<file path="src/rtl/fifo_nibble_uart_tx_pkg.sv">
// Shared definitions for the nibble-FIFO UART transmitter: data widths and the
// 3-bit binary state encoding used by the FSM and exposed on its debug port.
package fifo_tx_pkg;

    localparam int NIB_W  = 4;
    localparam int BYTE_W = 8;

    localparam logic [2:0] ST_IDLE    = 3'd0;
    localparam logic [2:0] ST_POP_LO  = 3'd1;
    localparam logic [2:0] ST_WAIT_LO = 3'd2;
    localparam logic [2:0] ST_POP_HI  = 3'd3;
    localparam logic [2:0] ST_WAIT_HI = 3'd4;
    localparam logic [2:0] ST_START   = 3'd5;
    localparam logic [2:0] ST_DATA    = 3'd6;
    localparam logic [2:0] ST_STOP    = 3'd7;

    typedef enum logic [2:0] {
        S_IDLE    = ST_IDLE,
        S_POP_LO  = ST_POP_LO,
        S_WAIT_LO = ST_WAIT_LO,
        S_POP_HI  = ST_POP_HI,
        S_WAIT_HI = ST_WAIT_HI,
        S_START   = ST_START,
        S_DATA    = ST_DATA,
        S_STOP    = ST_STOP
    } state_t;

    // The baud counter only runs while a frame is on the line.
    function automatic logic in_frame(input state_t s);
        return (s == S_START) || (s == S_DATA) || (s == S_STOP);
    endfunction

endpackage

</file>
<file path="src/rtl/fifo_nibble_uart_tx_if.sv">
// Read port of the nibble FIFO as seen by its consumer (master) and the FIFO (slave).
interface fifo_nibble_uart_tx_if;
    import fifo_tx_pkg::*;

    // Handshake: fifo_empty is the "valid" side and fifo_re the "ready/pop" side.
    // A pop is only legal while fifo_empty=0, lasts one clk, and the popped nibble
    // appears on fifo_rdata in the clk after fifo_re=1.
    logic             fifo_empty;
    logic [NIB_W-1:0] fifo_rdata;
    logic             fifo_re;

    modport master (
        input  fifo_empty,
        input  fifo_rdata,
        output fifo_re
    );

    modport slave (
        output fifo_empty,
        output fifo_rdata,
        input  fifo_re
    );

endinterface

</file>
<file path="src/rtl/fifo_nibble_uart_tx_bit_timer.sv">
// Baud divider: counts 0..CLKS_PER_BIT-1 and ticks on the last count of each bit.
module uart_bit_timer #(
    parameter int CLKS_PER_BIT = 16
) (
    input  logic clk,
    input  logic rst_n,
    input  logic restart_i,
    output logic tick_o
);

    localparam int                CNT_W = $clog2(CLKS_PER_BIT);
    localparam logic [CNT_W-1:0]  LAST  = CNT_W'(CLKS_PER_BIT - 1);

    logic [CNT_W-1:0] cnt_q;
    logic [CNT_W-1:0] cnt_d;

    assign tick_o = (cnt_q == LAST);

    always_comb begin
        cnt_d = cnt_q + 1'b1;
        if (restart_i || tick_o) begin
            cnt_d = '0;
        end
    end

    always_ff @(posedge clk or negedge rst_n) begin
        if (!rst_n) begin
            cnt_q <= '0;
        end else begin
            cnt_q <= cnt_d;
        end
    end

endmodule

</file>
<file path="src/rtl/fifo_nibble_uart_tx.sv">
// Pops nibble pairs from the FIFO (low nibble first) and transmits each byte as
// UART 8N1/8N2, LSB first; tx idles high.
module fifo_nibble_uart_tx
    import fifo_tx_pkg::*;
#(
    parameter int CLKS_PER_BIT = 16,
    parameter int STOP_BITS    = 1
) (
    input  logic                  clk,
    input  logic                  rst_n,
    input  logic                  enable,
    fifo_nibble_uart_tx_if.master rd_if,
    output logic                  tx,
    output logic                  busy,
    output logic                  byte_done,
    output logic [BYTE_W-1:0]     tx_byte,
    output state_t                state_o
);

    localparam logic [2:0] STOP_LAST = 3'(STOP_BITS - 1);

    state_t            state_q;
    state_t            state_d;
    logic [NIB_W-1:0]  lo_q;
    logic [NIB_W-1:0]  lo_d;
    logic [BYTE_W-1:0] tx_byte_q;
    logic [BYTE_W-1:0] tx_byte_d;
    logic [2:0]        bit_idx_q;
    logic [2:0]        bit_idx_d;

    logic tick;
    logic pop;
    logic tx_line;
    logic done;

    uart_bit_timer #(
        .CLKS_PER_BIT(CLKS_PER_BIT)
    ) u_bit_timer (
        .clk      (clk),
        .rst_n    (rst_n),
        .restart_i(!in_frame(state_q)),
        .tick_o   (tick)
    );

    always_comb begin
        state_d   = state_q;
        lo_d      = lo_q;
        tx_byte_d = tx_byte_q;
        bit_idx_d = bit_idx_q;
        pop       = 1'b0;
        tx_line   = 1'b1;
        done      = 1'b0;

        case (state_q)
            S_IDLE: begin
                if (enable && !rd_if.fifo_empty) begin
                    state_d = S_POP_LO;
                end
            end
            S_POP_LO: begin
                pop     = 1'b1;
                state_d = S_WAIT_LO;
            end
            S_WAIT_LO: begin
                lo_d    = rd_if.fifo_rdata;
                state_d = S_POP_HI;
            end
            S_POP_HI: begin
                // Stall here with the line idle until the high nibble arrives.
                if (!rd_if.fifo_empty) begin
                    pop     = 1'b1;
                    state_d = S_WAIT_HI;
                end
            end
            S_WAIT_HI: begin
                tx_byte_d = {rd_if.fifo_rdata, lo_q};
                state_d   = S_START;
            end
            S_START: begin
                tx_line = 1'b0;
                if (tick) begin
                    bit_idx_d = 3'd0;
                    state_d   = S_DATA;
                end
            end
            S_DATA: begin
                tx_line = tx_byte_q[bit_idx_q];
                if (tick) begin
                    bit_idx_d = bit_idx_q + 3'd1;
                    if (bit_idx_q == 3'd7) begin
                        state_d = S_STOP;
                    end
                end
            end
            S_STOP: begin
                // bit_idx re-used as the stop-bit counter.
                if (tick) begin
                    if (bit_idx_q == STOP_LAST) begin
                        done      = 1'b1;
                        bit_idx_d = 3'd0;
                        state_d   = S_IDLE;
                    end else begin
                        bit_idx_d = bit_idx_q + 3'd1;
                    end
                end
            end
            default: begin
                state_d = S_IDLE;
            end
        endcase
    end

    always_ff @(posedge clk or negedge rst_n) begin
        if (!rst_n) begin
            state_q   <= S_IDLE;
            lo_q      <= '0;
            tx_byte_q <= '0;
            bit_idx_q <= '0;
        end else begin
            state_q   <= state_d;
            lo_q      <= lo_d;
            tx_byte_q <= tx_byte_d;
            bit_idx_q <= bit_idx_d;
        end
    end

    assign rd_if.fifo_re = pop;
    assign tx            = tx_line;
    assign busy          = (state_q != S_IDLE);
    assign byte_done     = done;
    assign tx_byte       = tx_byte_q;
    assign state_o       = state_q;

endmodule

</file>
<file path="src/flat_wrapper.sv">
// flat-port wrapper written by rule: the top's interface ports become plain ports
module fifo_nibble_uart_tx_flat import fifo_tx_pkg::*;
#(
    parameter int CLKS_PER_BIT = 16,
    parameter int STOP_BITS    = 1
)
  (clk, rst_n, enable, tx, busy, byte_done, tx_byte, state_o, rd_if_fifo_empty, rd_if_fifo_rdata, rd_if_fifo_re);
  fifo_nibble_uart_tx_if rd_if_i ();
  input  logic clk;
  input  logic rst_n;
  input  logic enable;
  output logic tx;
  output logic busy;
  output logic byte_done;
  output logic [BYTE_W-1:0] tx_byte;
  output state_t state_o;
  input wire logic [$bits(rd_if_i.fifo_empty)-1:0] rd_if_fifo_empty;
  input wire logic [$bits(rd_if_i.fifo_rdata)-1:0] rd_if_fifo_rdata;
  output wire logic [$bits(rd_if_i.fifo_re)-1:0] rd_if_fifo_re;
  assign rd_if_i.fifo_empty = rd_if_fifo_empty;
  assign rd_if_i.fifo_rdata = rd_if_fifo_rdata;
  assign rd_if_fifo_re = rd_if_i.fifo_re;
  fifo_nibble_uart_tx #(.CLKS_PER_BIT(CLKS_PER_BIT), .STOP_BITS(STOP_BITS)) u_core (.clk(clk), .rst_n(rst_n), .enable(enable), .rd_if(rd_if_i), .tx(tx), .busy(busy), .byte_done(byte_done), .tx_byte(tx_byte), .state_o(state_o));
endmodule
</file>
<file path="config.mk">
export PLATFORM = sky130hd
export DESIGN_NAME = fifo_nibble_uart_tx_flat
export DESIGN_NICKNAME = d
export VERILOG_FILES = /design/src/rtl/fifo_nibble_uart_tx_pkg.sv /design/src/rtl/fifo_nibble_uart_tx_if.sv /design/src/rtl/fifo_nibble_uart_tx_bit_timer.sv /design/src/rtl/fifo_nibble_uart_tx.sv /design/src/flat_wrapper.sv
export SDC_FILE = /design/constraint.sdc
export NUM_CORES = 1
export LEC_CHECK = 0
export BUFFER_PORTS_ARGS = -buffer_cell sky130_fd_sc_hd__buf_4
export CORE_MARGIN = 3
export CORE_UTILIZATION = 48
export DETAILED_ROUTE_END_ITERATION = 8
export PLACE_DENSITY = 0.84
export SLEW_MARGIN = 10
export SYNTH_ARGS = -nofsm -noshare
export SYNTH_HDL_FRONTEND = slang
export SYNTH_SLANG_ARGS = --single-unit
</file>
<file path="constraint.sdc">
create_clock -name clk -period 1.3 [get_ports clk]
set_input_delay 0 -clock clk [delete_from_list [all_inputs] [get_ports clk]]
set_output_delay 0 -clock clk [all_outputs]
set_load 0.05 [all_outputs]
</file>
==> metrics, run 1 <==
status finished with violations; failing checks negative setup slack; antenna violations before repair 0; Achievable Freq 552 MHz; DRT iter0 DRCs 44; first-pass GRT wire length 6.34 mm; worst skew pair latency 0.32 ns; Die Wd ~54 um; register area share after synthesis 0.488; Residual DRC 0; Final Cycle Share 1.39; Reg clk slew, reported paths roughly 0.14 ns; fin crit period 1.81 ns; synth top area cells dfrtp_1, mux2_2, ha_1, buf_6, mux4_2; final core occ 0.977; total grt overflow 0; Post-Synthesis Cells 92; RSZ-0062 raised after global routing true; r2r endpoint u_core.state_o[2]$_DFFE_PN0P_; Cell Rows 16; Synth top area share 0.488; Boundary Pins 23; Worst EP required 1.30 ns; Syn. warnings 0; Slowest-stage cell, CP dfrtp_2; slowest stage delay, CP between 0.4 and 0.5 ns; final hold violation count 0; Synth Flop Type dfrtp_1; Final GP Congestion between 0.8 and 0.9; via count 1,198; EDFF count, synth 0; Synth area leader dfrtp_1; reg2reg start u_core.bit_idx_q[0]$_DFFE_PN0P_; CTS root buf clkbuf_4; H-tree Lvls 1; CP Max Fanout 4; WL/cell approximately 27 um; Critical Path Source Type flop; Max Root-Sink Buffers 2; Tot GR Track Use 0.328; Crit Path Class flop to primary output; maximum VDD drop 2.36 mV; Final setup viols 24; Syn Nets 104; share of post-route cells with drive strength above 1 0.699; largest net degree at the start of global routing 23; worst min path class primary input to asynchronous set/reset pin; most used cell, CP buf_6; Avg Vias per Cell 6.31; core area 2080 sq um; critical path cell sequence buf_4, buf_6, inv_4, ha_4, nand2_4, nor4_4, buf_6; post-synth cell types 34; post-route ant nets 0; Synth Cell Area 1130 sq um; Total Power 5.60 mW; pwr dens roughly 2800 nW/um^2; Clock Skews 0.00994 ns; area grow syn2layout 80.3%; starting density of the core 0.542; fin nets 176; reg2reg path depth 9; CTS Sinks 22; Die Ht 54.5 um; setup slack after layout -0.510 ns; Max Cap Viol 0; Leakage 0.934 nW; final wirelength 5.22 mm; asr flop ratio synth 1.00; critical path data arrival time approximately 1.8 ns; CTS Buf Count 3; area of the die between 2000 and 3000 sq um; Worst-Margin Slew 0.311 ns; PortBufs 22; Pins Over Slew Limit 0; Synth Area per Inst 12.3 sq um; final hold slack around 0.15 ns; worst rel slew slack 0.791; # diodes 0; Yosys reg bits 22; CTS tree built; Crit. End Element primary output; r2r setup slk -0.39 ns; DR pass1 iterations 4; number of global-route vias before repair 1,225; hpwl dp 2.01 mm
through the flow:
stage	worst slack [ns]	area, sq um	TNS (ns)	cells
finish	-0.510	2030	-6.10	190
floorplan	-0.411	1210	-5.00	92
global route	-0.557	2030	-6.71	190
global placement	-0.111	1600	-0.482	165
CTS	-0.458	1950	-4.49	185
detailed placement	-0.167	1600	-1.18	165
placed cells by master, fill, tap and decap left out, types with 2 or more instances in the layout:
master,instances
ha_4,2
nand2_1,2
dlygate4sd3_1,5
a22o_1,2
nand3_4,2
o21a_1,3
buf_6,18
dfrtp_1,14
inv_1,2
mux2_2,2
dfrtp_2,8
buf_8,2
nand2b_4,2
xor2_1,2
nor2_1,5
nand3_1,2
mux2_4,12
buf_4,45
clkbuf_4,3
repair_timing:
action                                 CTS  global route
endpoints found under the hold margin   30             0
gates resized for setup                 46             9
hold buffers                             5             0
pin swaps                                8             6
setup endpoints to repair               23            25
setup buffers                           11             6
layer usage:
metal / wire (um) / global-route usage / vias up
met5: 0 / 0 / -
met4: 397 / 0.237 / 0
met3: 489 / 0.0954 / 35
met2: 2560 / 0.580 / 92
met1: 1770 / 0.323 / 592
li1: - / - / 479
state kept, by name, indices dropped and copies added, names as in the netlist:
signal                    cells
u_core.state_o                3
u_core.u_bit_timer.cnt_q      4
u_core.lo_q                   4
u_core.tx_byte                8
u_core.bit_idx_q              3
synthesized netlist by cell type, types with 2 or more instances:
cell,number
dfrtp_1,22
mux2_2,14
nor2_1,5
ha_1,4
nand2_1,4
nand3_1,4
a21oi_1,3
inv_1,3
nand2b_1,3
o21a_1,3
a22o_1,2
buf_6,2
xor2_1,2
worst max-delay path, delay by kind of cell (launching register included):
family | cells | cell delay (ns)
buffers and inverters | 4 | 0.56
DFF | 1 | 0.48
and+or+nand+nor | 2 | 0.30
adders and majority gates | 1 | 0.15
final cells by class:
type,instances,area (sq um)
Clock inverter,1,30.0
Timing Repair Buffer,71,641
Fill cell,30,47.5
Tap cell,27,33.8
Inverter,3,13.8
Sequential cell,22,561
Clock buffer,3,22.5
Multi-Input combinational cell,63,733
how the worst max path moves through the flow:
stage                                         start                            end  slack (ns)  cells after the start
floorplan             u_core.state_o[0]$_DFFE_PN0P_  u_core.state_o[2]$_DFFE_PN0P_       -0.41                      5
global placement    u_core.bit_idx_q[0]$_DFFE_PN0P_                             tx       -0.11                      5
detailed placement  u_core.bit_idx_q[0]$_DFFE_PN0P_                             tx       -0.17                      5
CTS                 u_core.bit_idx_q[0]$_DFFE_PN0P_                             tx       -0.46                      5
global route        u_core.bit_idx_q[0]$_DFFE_PN0P_                      byte_done       -0.56                      7
finish              u_core.bit_idx_q[0]$_DFFE_PN0P_                      byte_done       -0.51                      7
report_power, final:
group	total (mW)	internal [mW]	switching, mW
combinational	3.71	1.77	1.94
clock	0.544	0.312	0.232
sequential	1.34	1.00	0.340
total	5.60	3.08	2.51
kinds of logic (layout without fill, tap and decap cells):
family | after synthesis | after routing | synth area share
buf+inv | 7 | 78 | 0.0410
compound gates | 16 | 16 | 0.110
xor+xnor | 3 | 3 | 0.0233
mux | 16 | 16 | 0.169
simple gates | 24 | 24 | 0.125
fa+ha+maj | 4 | 4 | 0.0443
flops | 22 | 22 | 0.488
Note: power is estimated with default switching activity, not from simulation.
==> inputs of run 2 (changes only) <==
--- a/config.mk
+++ b/config.mk
@@ -9,6 +9,7 @@
 export CORE_MARGIN = 3
 export CORE_UTILIZATION = 48
 export DETAILED_ROUTE_END_ITERATION = 8
+export MAX_ROUTING_LAYER = met4
 export PLACE_DENSITY = 0.84
 export SLEW_MARGIN = 10
 export SYNTH_ARGS = -nofsm -noshare
==> metrics, run 2 (same netlist as run 1, synthesis figures left out) <==
status finished with violations; failing checks negative setup slack; maximum VDD drop 2.37 mV (+0.13%); Residual DRC 0 (unchanged); Clock Skews 0.00430 ns (-0.00564 ns); Finished Layout Cells 190 (unchanged); Post-DP Area 1600 sq um (unchanged); Final Cell Area 2030 sq um (unchanged); commonest non-fill, non-tap cell in the layout buf_4; Critical Path Source Type flop; final hold slack 0.137 ns (-0.00861 ns); critical path data arrival time 1.81 ns (about the same); worst rel slew slack 0.813 (+0.0223); DR pass1 iterations 4 (unchanged); worst skew pair latency 0.32 ns (about the same); Worst-Margin Slew 0.273 ns (-0.0389 ns); H-tree Lvls 1 (unchanged); CP Max Fanout 4 (unchanged); largest net degree at the start of global routing 23 (unchanged); hpwl dp 2.01 mm (unchanged); fillers 30 (unchanged); Final Cycle Share 1.39 (about the same); setup slack after layout -0.511 ns (-0.00139 ns); fin nets 176 (unchanged); r2r setup slk -0.40 ns (about the same); dpl cells 165 (unchanged); critical path capture point byte_done; RSZ-0062 raised after global routing true; antenna violations before repair 0 (unchanged); Pins Over Slew Limit 0 (unchanged); starting density of the core 0.542 (unchanged); core area 2080 sq um (unchanged); CTS Buf Count 3 (unchanged); Die Ht 54.5 um (unchanged); reg2reg start u_core.bit_idx_q[0]$_DFFE_PN0P_; Critical path origin u_core.bit_idx_q[0]$_DFFE_PN0P_; DRT iter0 DRCs 46 (+4.5%); Reg clk slew, reported paths 0.14 ns (about the same); total grt overflow 0 (unchanged); Die Wd 54.5 um (unchanged); Max Cap Viol 0 (unchanged); most frequent cells in the layout buf_4, buf_6, dfrtp_1; PortBufs 22 (unchanged); Worst EP required 1.30 ns (about the same); Leakage 0.934 nW (unchanged); pwr dens 2750 nW/um^2 (about the same); number of flip-flops in the largest register 8 (unchanged); first-pass GRT wire length 6.35 mm (+0.11%); reg2reg path depth 9 (unchanged); CTS tree built; number of global-route vias before repair 1,226 (+0.082%); Achievable Freq 552 MHz (about the same); CTS root buf clkbuf_4; area of the die 2970 sq um (unchanged); CTS Sinks 22 (unchanged); Crit Path Class flop to primary output; final wirelength 5.25 mm (+0.73%); Max Root-Sink Buffers 2 (unchanged); worst min path class primary input to asynchronous set/reset pin; Tot GR Track Use 0.338 (+0.00995); final hold violation count 0 (unchanged); Cell Rows 16 (unchanged); WL/cell 27.7 um (+0.73%); Avg Vias per Cell 6.34 (+0.58%); Final setup viols 24 (unchanged); r2r endpoint u_core.state_o[2]$_DFFE_PN0P_; Boundary Pins 23 (unchanged); Crit. End Element primary output; # diodes 0 (unchanged); post-route ant nets 0 (unchanged); via count 1,205 (+0.58%); Total Power 5.60 mW (about the same); area grow syn2layout 80.3% (unchanged); share of post-route cells with drive strength above 1 0.699 (unchanged); fin crit period 1.81 ns (+0.00139 ns); Final GP Congestion 0.820 (+1.5%)
-- run 2: cell counts in the layout (fill, tap and decap cells not counted) --
Identical to the previous run, type by type.
-- run 2: critical path: stages, from the launching register on --
cell	delay (ns)
dfrtp_2	0.49
buf_4	0.16
buf_6	0.12
inv_4	0.07
ha_4	0.15
nand2_4	0.07
nor4_4	0.22
buf_6	0.21
-- run 2: how the worst min path moves through the flow --
stage          start                              end  slack [ns]  cells past startpoint
2_1_floorplan  rst_n  u_core.bit_idx_q[0]$_DFFE_PN0P_       -0.30                      0
3_3_place_gp   rst_n       u_core.lo_q[3]$_DFFE_PN0P_       -0.10                      1
3_5_place_dp   rst_n       u_core.lo_q[3]$_DFFE_PN0P_        -0.1                      1
4_1_cts        rst_n    u_core.tx_byte[1]$_DFFE_PN0N_        0.08                      2
5_1_grt        rst_n    u_core.tx_byte[3]$_DFFE_PN0N_        0.14                      2
6_report       rst_n  u_core.bit_idx_q[1]$_DFFE_PN0P_        0.14                      2
-- run 2: power breakdown --
| group | total [mW] | leakage (nW) | internal, mW | switching, mW |
|---|---|---|---|---|
| Sequential | 1.34 | 0.256 | 1.00 | 0.342 |
| Clock | 0.543 | 0.0279 | 0.312 | 0.231 |
| Combinational | 3.71 | 0.650 | 1.77 | 1.94 |
| Total | 5.60 | 0.934 | 3.08 | 2.51 |
-- run 2: stage by stage --
step	setup TNS [ns]	setup slack (ns)	util
2_1_floorplan	-5.00	-0.411	-
3_3_place_gp	-0.482	-0.111	0.767
3_5_place_dp	-1.18	-0.167	0.767
4_1_cts	-4.49	-0.458	0.938
5_1_grt	-6.64	-0.549	0.977
6_report	-6.10	-0.511	0.977
-- run 2: area by class of cell --
| class | instances | area (sq um) | area share |
|---|---|---|---|
| multi-input cells | 63 | 733 | 0.360 |
| repair buffers | 71 | 641 | 0.315 |
| flip-flops and latches | 22 | 561 | 0.276 |
| well taps | 27 | 33.8 | 0.0166 |
| clock inverters | 1 | 30.0 | 0.0148 |
| clock buffers | 3 | 22.5 | 0.0111 |
| inverters | 3 | 13.8 | 0.00677 |
-- run 2: routing by layer --
layer,global-route usage,vias up,share of wire
met5,-,-,0
met3,0.0954,32,0.092
met4,0.237,0,0.073
met2,0.580,98,0.49
li1,-,477,-
met1,0.325,598,0.34
-- run 2: what timing repair did --
| item | 4_1_cts | 5_1_grt |
|---|---|---|
| setup buffers | 11 | 6 |
| hold buffers | 5 | 0 |
| gates resized for setup | 46 | 9 |
| pin swaps | 8 | 6 |
| endpoints found under the hold margin | 30 | 0 |
| endpoints found under the setup margin | 23 | 25 |
==> inputs of run 3 (changes only) <==
--- a/config.mk
+++ b/config.mk
@@ -7,10 +7,11 @@
 export LEC_CHECK = 0
 export BUFFER_PORTS_ARGS = -buffer_cell sky130_fd_sc_hd__buf_4
 export CORE_MARGIN = 3
-export CORE_UTILIZATION = 48
+export CORE_UTILIZATION = 50
+export CTS_BUF_LIST = sky130_fd_sc_hd__clkbuf_4
 export DETAILED_ROUTE_END_ITERATION = 8
 export MAX_ROUTING_LAYER = met4
-export PLACE_DENSITY = 0.84
+export PLACE_DENSITY = 0.87
 export SLEW_MARGIN = 10
 export SYNTH_ARGS = -nofsm -noshare
 export SYNTH_HDL_FRONTEND = slang
==> metrics, run 3 <==
Yosys reg bits 22 (unchanged); Syn Nets 104 (unchanged); CTS root buf clkbuf_4; Synth Flop Type dfrtp_1; Err [ERROR DPL-0033] detailed placement checks failed during check placement.; post-synth cell types 34 (unchanged); Post-Synthesis Cells 92 (unchanged); xor/xnor share of the synthesized area 0.0233 (unchanged); simple-gate portion of the synthesized area 0.125 (unchanged); status aborted with a tool error; EDFF count, synth 0 (unchanged); starting density of the core 0.553 (+0.0106); mux cell area share after synthesis 0.169 (unchanged); Synth top area share 0.488 (unchanged); Synth area leader dfrtp_1; Post-synth top cells dfrtp_1, mux2_2, nor2_1; PortBufs 22 (unchanged); Cell Rows 16 (unchanged); Die Ht 53.5 um (-1.8%); hold buffer count at CTS 5 (unchanged); register area share after synthesis 0.488 (unchanged); Syn. warnings 0 (unchanged); Final GP Congestion 0.836 (+1.9%); CTS Sinks 22 (unchanged); Max Root-Sink Buffers 2 (unchanged); synth top area cells dfrtp_1, mux2_2, ha_1, buf_6, mux4_2; H-tree Lvls 1 (unchanged); largest family of logic cells by synthesized area multiplexers; CTS Buf Count 3 (unchanged); Synth Cell Area 1130 sq um (unchanged); hpwl dp 1.95 mm (-3.1%); Synth Area per Inst 12.3 sq um (unchanged); adder-cell share of the synthesized area 0.0443 (unchanged); CTS resizes 36 (-22%); asr flop ratio synth 1.00 (unchanged); Last stage clock tree synthesis (4_1_cts); Boundary Pins 23 (unchanged); most common cell in the netlist dfrtp_1; worst slack, placed -0.157 ns (+0.0107 ns); Die Wd 53.5 um (-1.8%); post-synthesis compound-gate area fraction 0.110 (unchanged); # Post-CTS Setup Buffers 17 (+6)
[run 3: cells by family after synthesis]
group                      Yosys count
and+or+nand+nor                     24
AOI/OAI and AO/OA                   16
xor gates and xnor gates             3
buffers and inverters                7
muxes                               16
DFF                                 22
adders and majority gates            4
[run 3: through the flow]
stage | area, sq um | std cells | hold WS, ns | utilization
after floorplan | 1210 | 92 | -0.296 | -
after global placement | 1620 | 168 | -0.105 | 0.794
after detailed placement | 1620 | 168 | -0.0991 | 0.794
==> inputs of run 4 (changes only) <==
--- a/config.mk
+++ b/config.mk
@@ -6,12 +6,10 @@
 export NUM_CORES = 1
 export LEC_CHECK = 0
 export BUFFER_PORTS_ARGS = -buffer_cell sky130_fd_sc_hd__buf_4
-export CORE_MARGIN = 3
-export CORE_UTILIZATION = 50
-export CTS_BUF_LIST = sky130_fd_sc_hd__clkbuf_4
+export CORE_AREA = 3 3 64 66
 export DETAILED_ROUTE_END_ITERATION = 8
-export MAX_ROUTING_LAYER = met4
-export PLACE_DENSITY = 0.87
+export DIE_AREA = 0 0 67 69
+export PLACE_DENSITY_LB_ADDON = 0.15
 export SLEW_MARGIN = 10
 export SYNTH_ARGS = -nofsm -noshare
 export SYNTH_HDL_FRONTEND = slang
==> constraint.sdc (replaced) <==
create_clock -name clk -period 1.69 [get_ports clk]
set_input_delay 0 -clock clk [delete_from_list [all_inputs] [get_ports clk]]
set_output_delay 0 -clock clk [all_outputs]
set_load 0.05 [all_outputs]
==> metrics, run 4 (same netlist as run 1, synthesis figures left out) <==
status completed; Worst-Margin Slew 0.419 ns; fin crit period 1.67 ns; Crit. End Element primary output; CP Max Fanout 3; hpwl dp 1.79 mm (-8.2%); total grt overflow 0; Die Ht 69 um (+29%); Final GP Congestion 0.744 (-11%); CTS root buf clkbuf_8; PortBufs 22 (unchanged); Achievable Freq 600 MHz; Final Cell Area 1550 sq um; DRT iter0 DRCs 24; worst skew pair latency 0.26 ns; core area 3630 sq um; final hold violation count 0; fillers 379; Post-DP Area 1370 sq um (-15%); Critical Path Source Type flop; Cell Rows 22 (+6); Critical path origin u_core.tx_byte[4]$_DFFE_PN0N_; share of post-route cells with drive strength above 1 0.500; CTS Buf Count 3 (unchanged); Residual DRC 0; setup slack after layout 0.0221 ns; Die Wd 67 um (+25%); reg2reg start u_core.bit_idx_q[0]$_DFFE_PN0P_; number of global-route vias before repair ~850; # diodes 0; reg2reg path depth 7; number of flip-flops in the largest register 8; final wirelength 2.53 mm; area of the die 4620 sq um; Total Power 3.18 mW; most frequent cells in the layout buf_4, dfrtp_1, mux2_2; final core occ 0.427; Pins Over Slew Limit 0; Crit Path Class flop to primary output; area occupied by multi-input gates 591 sq um; Max Root-Sink Buffers 2 (unchanged); largest net degree at the start of global routing 23; via count 804; CTS Sinks 22 (unchanged); dpl cells 161 (-4.2%); Final Cycle Share 0.987; commonest non-fill, non-tap cell in the layout buf_4; antenna violations before repair 0; critical path capture point tx; pwr dens a little over 2000 nW/um^2; final hold slack 0.142 ns; Tot GR Track Use 0.114; Reg clk slew, reported paths 0.08 ns; r2r endpoint u_core.bit_idx_q[0]$_DFFE_PN0P_; maximum VDD drop approximately 1.1 mV; Boundary Pins 23 (unchanged); H-tree Lvls 1 (unchanged); register area between 500 and 600 sq um; Final setup viols 0; worst min path class primary input to flop; Finished Layout Cells 172; fin nets 137; Final TNS setup 0 ns; first-pass GRT wire length ~4.1 mm; Leakage 0.665 nW; critical path data arrival time 1.67 ns; DR pass1 iterations 3; Avg Vias per Cell 4.67; hold_sp rd_if_fifo_empty; Clock Skews 0.00183 ns; CTS tree built; Max Cap Viol 0; starting density of the core 0.311 (-0.242); WL/cell 14.7 um; RSZ-0062 raised after global routing true; r2r setup slk around 0.15 ns; worst slack, placed 0.184 ns (+0.341 ns); worst rel slew slack 0.721; post-route ant nets 0; area grow syn2layout 37.5%; Worst EP required between 1.5 and 2 ns
## run 4: worst min-delay path by stage
stage	endpoint	cells after the start
6_report	u_core.state_o[2]$_DFFE_PN0P_	4
5_1_grt	u_core.state_o[2]$_DFFE_PN0P_	4
4_1_cts	u_core.state_o[2]$_DFFE_PN0P_	4
3_5_place_dp	u_core.tx_byte[5]$_DFFE_PN0N_	1
3_3_place_gp	u_core.tx_byte[5]$_DFFE_PN0N_	1
2_1_floorplan	u_core.bit_idx_q[0]$_DFFE_PN0P_	0
## run 4: worst max-delay path, cell delays in order (launching register included)
cell      delay [ns]
dfrtp_1         0.43
mux4_2          0.47
nand2b_4        0.16
o311ai_4        0.07
nand3_2         0.11
buf_8           0.17
## run 4: cell type report
| cell class | count | share of cell area |
|---|---|---|
| sequential | 22 | 0.357 |
| clock buffer | 3 | 0.0266 |
| timing repair buffer | 32 | 0.170 |
| inverter | 3 | 0.00726 |
| tap | 48 | 0.0387 |
| clock inverter | 1 | 0.0194 |
| multi-input combinational | 63 | 0.381 |
## run 4: power breakdown
group	switching [mW]	internal [mW]
logic	0.943	0.695
registers	0.287	0.761
clock network	0.173	0.316
## run 4: per-layer routing
| metal | track usage | wire (um) | vias up |
|---|---|---|---|
| li1 | - | - | 395 |
| met1 | 0.148 | 1160 | 388 |
| met2 | 0.181 | 1230 | 19 |
| met3 | 0.0277 | 116 | 2 |
| met4 | 0.0383 | 14 | 0 |
| met5 | 0 | 0 | - |
## run 4: what timing repair did
action                                  4_1_cts  5_1_grt
setup buffers                                 2        0
hold buffers                                  5        0
gates resized for setup                       3        7
pin swaps                                     0        1
hold endpoints to repair                     30        0
endpoints found under the setup margin        2        2
